### config.mk
export PLATFORM = sky130hd
export DESIGN_NAME = regfile_2r1w_sb
export DESIGN_NICKNAME = d
export VERILOG_FILES = /design/src/rtl/regfile_pkg.sv /design/src/rtl/regfile_2r1w_sb_onehot_dec.sv /design/src/rtl/regfile_2r1w_sb.sv
export SDC_FILE = /design/constraint.sdc
export NUM_CORES = 2
export LEC_CHECK = 0
export ABC_AREA = 1
export BUFFER_PORTS_ARGS = -buffer_cell sky130_fd_sc_hd__buf_2
export CAP_MARGIN = 20
export CELL_PAD_IN_SITES_DETAIL_PLACEMENT = 1
export CELL_PAD_IN_SITES_GLOBAL_PLACEMENT = 1
export CORE_MARGIN = 2
export CORE_UTILIZATION = 45
export DETAILED_ROUTE_END_ITERATION = 12
export HOLD_SLACK_MARGIN = 0.15
export PLACE_DENSITY_LB_ADDON = 0.2
export SYNTH_ARGS = -nofsm -noshare
export SYNTH_HDL_FRONTEND = slang
export SYNTH_SLANG_ARGS = --single-unit
### constraint.sdc
create_clock -name clk -period 1.88 [get_ports clk]
set_input_delay 0.282 -clock clk [delete_from_list [all_inputs] [get_ports clk]]
set_output_delay 0.282 -clock clk [all_outputs]
set_load 0.05 [all_outputs]
### src/rtl/regfile_pkg.sv
// Shared defaults and index type for the integer register file.
package regfile_pkg;
  localparam int XLEN_DEF = 32;
  localparam int AW_DEF   = 5;

  typedef logic [AW_DEF-1:0] reg_idx_t;
endpackage

### src/rtl/regfile_2r1w_sb_onehot_dec.sv
// Parametrised one-hot decoder: y = en ? (1 << sel) : 0.
module onehot_dec #(
  parameter int AW = 5
) (
  input  logic [AW-1:0]      sel,
  input  logic               en,
  output logic [(1<<AW)-1:0] y
);
  localparam int N = 1 << AW;

  // Single strobe at the selected index, all-zero when disabled
  always_comb begin
    y = '0;
    if (en) y = {{(N-1){1'b0}}, 1'b1} << sel;
  end
endmodule

### src/rtl/regfile_2r1w_sb.sv
// Decode-stage register file: 2 read ports, 1 write port, optional zero
// register, write-to-read bypass, optional registered read, and a
// per-register pending-write scoreboard.
module regfile_2r1w_sb
  import regfile_pkg::*;
#(
  parameter int XLEN     = XLEN_DEF,
  parameter int AW       = AW_DEF,
  parameter bit ZERO_REG = 1'b1,
  parameter int READ_LAT = 0,
  parameter bit BYPASS   = 1'b1
) (
  input  logic                 clk,
  input  logic                 rst,
  input  logic                 we,
  input  logic [AW-1:0]        waddr,
  input  logic [XLEN-1:0]      wdata,
  input  logic [AW-1:0]        ra1,
  output logic [XLEN-1:0]      rd1,
  input  logic [AW-1:0]        ra2,
  output logic [XLEN-1:0]      rd2,
  input  logic                 sb_set,
  input  logic [AW-1:0]        sb_addr,
  output logic                 busy1,
  output logic                 busy2,
  output logic [(1<<AW)-1:0]   busy_vec
);
  localparam int NREGS = 1 << AW;

  if (!(READ_LAT == 0 || READ_LAT == 1) || AW < 1) begin : g_param_err
    $error("regfile_2r1w_sb: READ_LAT must be 0 or 1 and AW >= 1");
  end

  logic [NREGS-1:0][XLEN-1:0] mem_q, mem_d;
  logic [NREGS-1:0]           sb_q, sb_d;
  logic [NREGS-1:0]           wr_stb, sb_stb;
  logic [XLEN-1:0]            rv1, rv2;

  onehot_dec #(.AW(AW)) u_wdec  (.sel(waddr),   .en(we),     .y(wr_stb));
  onehot_dec #(.AW(AW)) u_sbdec (.sel(sb_addr), .en(sb_set), .y(sb_stb));

  // Next register contents; the zero register never takes a write
  always_comb begin
    mem_d = mem_q;
    for (int i = 0; i < NREGS; i++) begin
      if (wr_stb[i] && !(ZERO_REG && i == 0)) mem_d[i] = wdata;
    end
  end

  // Scoreboard next state: clear on writeback, set wins over clear
  always_comb begin
    sb_d = (sb_q & ~wr_stb) | sb_stb;
    if (ZERO_REG) sb_d[0] = 1'b0;
  end

  // Register array and scoreboard state; reset drops any in-flight update
  always_ff @(posedge clk) begin
    if (rst) begin
      mem_q <= '0;
      sb_q  <= '0;
    end else begin
      mem_q <= mem_d;
      sb_q  <= sb_d;
    end
  end

  // Read values with bypass; zero register overrides bypass
  always_comb begin
    rv1 = mem_q[ra1];
    rv2 = mem_q[ra2];
    if (BYPASS && we && waddr == ra1) rv1 = wdata;
    if (BYPASS && we && waddr == ra2) rv2 = wdata;
    if (ZERO_REG && ra1 == '0) rv1 = '0;
    if (ZERO_REG && ra2 == '0) rv2 = '0;
  end

  if (READ_LAT == 1) begin : g_rd_reg
    logic [XLEN-1:0] rd1_q, rd2_q;

    // Registered read, write-first via the bypassed value
    always_ff @(posedge clk) begin
      if (rst) begin
        rd1_q <= '0;
        rd2_q <= '0;
      end else begin
        rd1_q <= rv1;
        rd2_q <= rv2;
      end
    end

    assign rd1 = rd1_q;
    assign rd2 = rd2_q;
  end else begin : g_rd_comb
    assign rd1 = rv1;
    assign rd2 = rv2;
  end

  // Busy flags come from registered state only; a writeback this cycle
  // shows up next cycle
  assign busy_vec = sb_q;
  assign busy1    = sb_q[ra1];
  assign busy2    = sb_q[ra2];
endmodule
==> results.tsv <==
stage	metric	value	unit
outcome	outcome	complete, but fails checks	
outcome	violations	setup timing	
sta	fin_worst_skew	0	ps
sta	worst_pin_slew	1110	ps
floorplanning	io_pins	154	
route	drtIter0Drc	9975	
sta	fin_worst_hold_slack	180	ps
route	vias	77600	
clocking	clk_pin_slew	70	ps
route	maxUsedRoutingLayer	met5	
route	wirelength_met1	123000	µm
route	routedWlPerCell	29.6	µm
sta	period_needed	3200	ps
worst_setup_path	slowest_delay	370	ps
route	wl_met3	49200	µm
worst_setup_path	crit_buf_inv	3	
floorplanning	die_w	365	µm
sta	final_max_slew_viol_count	0	
sta	max_slew_margin	0.256	
floorplanning	fp.dieH	365	µm
global_routing	grt_pass1_wl	481000	µm
job	drv_cap	0	
sta	hold_viol	0	
synthesis	synth_area	58800	µm²
clocking	clockRootBuffer	clkbuf_16	
synthesis	syn_nets	9817	
route	drc	0	
synthesis	ys_types	29	
sta	grt_setup_unrepaired	yes	
synthesis	seq_area_frac_synth	0.348	
synthesis	ys_warn_count	0	
worst_setup_path	critPathCaptureType	primary output	
global_routing	antenna_found_initial	18	
placement	port_buffers	152	
floorplanning	start_util	0.453	
route	drt-vias-per-instance	6.49	
clocking	cts_sinks	1023	
worst_setup_path	worstPathRequired	1600	ps
floorplanning	die_area	134000	µm²
clocking	clk_latency	760	ps
min_path	hold_class	in -> reg	
floorplanning	core_area	130000	µm²
clocking	cts_buffers	118	
floorplanning	fp-row-count	132	
power	p_leak	32.1	nW
cells_and_area	final_nets	10200	
cells_and_area	syn_to_final_growth	33.4	%
sta	final.setup.worst_slack	-1320	ps
worst_setup_path	crit_top_cell	nand2_1	
power	vdd_ir_drop_max	745	µV
synthesis	avgSynthCellArea	6.02	µm²
synthesis	synth_seq_cells	1023	
synthesis	syn_inst	9761	
worst_setup_path	cp-start-kind	flop	
worst_setup_path	path_cells	inv_2, nand2_1, nand3_1, nand3_1, nand2_1, nor2_1, nand2_1, nand3_2, nand2_2, clkinvlp_4, buf_8	
worst_setup_path	cpMaxStageDelayCell	dfxtp_1	
worst_setup_path	path_class	reg -> out	
clocking	h-tree-depth	3	
route	wl_met2	148000	µm
global_routing	grt_overflow	0	
clocking	clock_path_buffers	3	
placement	place.gp.congestion	0.976	
sta	fmax	0.313	GHz
sta	setup_viol	67	
route	drt_first_pass_iters	8	
placement	hpwl	203000	µm
worst_setup_path	critPathMaxFanout	3	
cells_and_area	layout-drive-gt1-share	0.279	
power	powerDensity	757	nW/µm²
route	wl	354000	µm
sta	fin_tns_setup	-43040	ps
global_routing	grt_usage	0.475	
worst_setup_path	critical_path.top_delay_family	simple AND/OR/NAND/NOR gates	
clocking	cts_tree	yes	
worst_setup_path	cp.arrival	2910	ps
global_routing	grt_max_degree	81	
global_routing	grt_pass1_vias	76200	
sta	period_share	1.70	
route	ant_nets	0	
final cells by class:
cell class / count / area, µm²
Antenna cell: 18 / 45.0
Sequential cell: 1023 / 20800
Tap cell: 1742 / 2180
Multi-Input combinational cell: 7184 / 36000
Timing Repair Buffer: 1118 / 12700
Clock buffer: 176 / 3560
Clock inverter: 42 / 432
Inverter: 658 / 2760
Timing Repair inverter: 1 / 8.76
Fill cell: 16600 / 51200
flip-flops by register name, summed over array words and instances, names as in the netlist:
name,count
busy_vec,31
mem_q,992
power by group:
group	internal (W)	switching (W)
Combinational	0.00410	0.00854
Sequential	0.0219	0.000140
Clock	0.0140	0.0107
layer usage:
metal,GRT usage,vias to the layer above
met3,0.133,2254
met4,0.371,22
met5,0,-
li1,-,32000
met2,0.723,5893
met1,0.565,37500
worst min-delay path, delay by kind of cell:
family | cells | cell delay (ps)
buf+inv | 2 | 430
simple gates | 1 | 120
compound gates | 1 | 50
cells in the mapped netlist:
cell type | number | area [µm²]
a211oi_1 | 512 | 3840
a211oi_2 | 23 | 288
a21oi_1 | 785 | 3930
buf_1 | 80 | 300
buf_2 | 373 | 1870
buf_4 | 18 | 135
clkbuf_1 | 399 | 1500
clkbuf_2 | 26 | 130
clkinv_1 | 4 | 15.0
conb_1 | 1 | 3.75
dfxtp_1 | 1023 | 20500
inv_1 | 630 | 2360
inv_2 | 23 | 86.3
inv_4 | 1 | 6.26
nand2_1 | 3158 | 11900
nand3_1 | 1212 | 6070
nand3_2 | 5 | 50.1
nand4_1 | 2 | 12.5
nor2_1 | 1376 | 5160
nor2_2 | 4 | 25.0
nor3_1 | 1 | 5.00
nor3_2 | 3 | 30.0
nor3_4 | 3 | 48.8
nor4_1 | 5 | 31.3
nor4_2 | 2 | 25.0
o211ai_1 | 16 | 120
o21ai_0 | 51 | 255
o22ai_1 | 6 | 37.5
or2_2 | 19 | 119
what timing repair did:
action                                   CTS  global route
buffers inserted                          58            85
endpoints found under the hold margin    510             0
endpoints found under the setup margin    66            73
pin swaps                                394           520
resized for setup                       1038           903
gates cloned                               9             8
hold buffers                              40             0
path summary, 6_finish.rpt:
check,from,endpoint,slack (ps),depth (start not counted)
setup / recovery,mem_q[332],rd2[12],-1320,11
hold / removal,wdata[20],mem_q[52],180,4
setup reg to reg,mem_q[257],mem_q[257],310,2
hold reg to reg,mem_q[378],mem_q[378],470,2
cell families after synthesis:
kind of cell,Yosys count,synth area share
compound gates,1393,0.144
other cells,1,0.0000638
simple gates,5790,0.399
buf+inv,1554,0.109
flops,1023,0.348
per-stage QoR:
step                utilization  worst slack [ps]  total power [W]  cells  instance area (µm²)
floorplan                     -             -26.8           0.0279   9761                59200
global placement          0.518              -819           0.0319  11500                67200
detailed placement        0.518              -846           0.0321  11500                67200
CTS                       0.579              -686           0.0572  11900                75100
global route              0.605             -1200           0.0603  11900                78400
finish                    0.605             -1320           0.0594  12000                78400
cells in the final DEF, fill, tap and decap left out, drive strengths merged:
| master | count |
|---|---|
| nand2 | 3158 |
| nor2 | 1380 |
| nand3 | 1217 |
| buf | 1063 |
| dfxtp | 1023 |
| a21oi | 785 |
| inv | 603 |
| a211oi | 535 |
| clkbuf | 186 |
| clkinvlp | 58 |
| o21ai | 51 |
| dlygate4sd3 | 39 |
| clkinv | 33 |
| or2 | 19 |
| diode | 18 |
| o211ai | 16 |
| bufinv | 7 |
| nor3 | 7 |
| nor4 | 7 |
| o22ai | 6 |
| bufbuf | 6 |
| nand4 | 2 |
| conb | 1 |
Note: power is estimated with default switching activity, not from simulation.
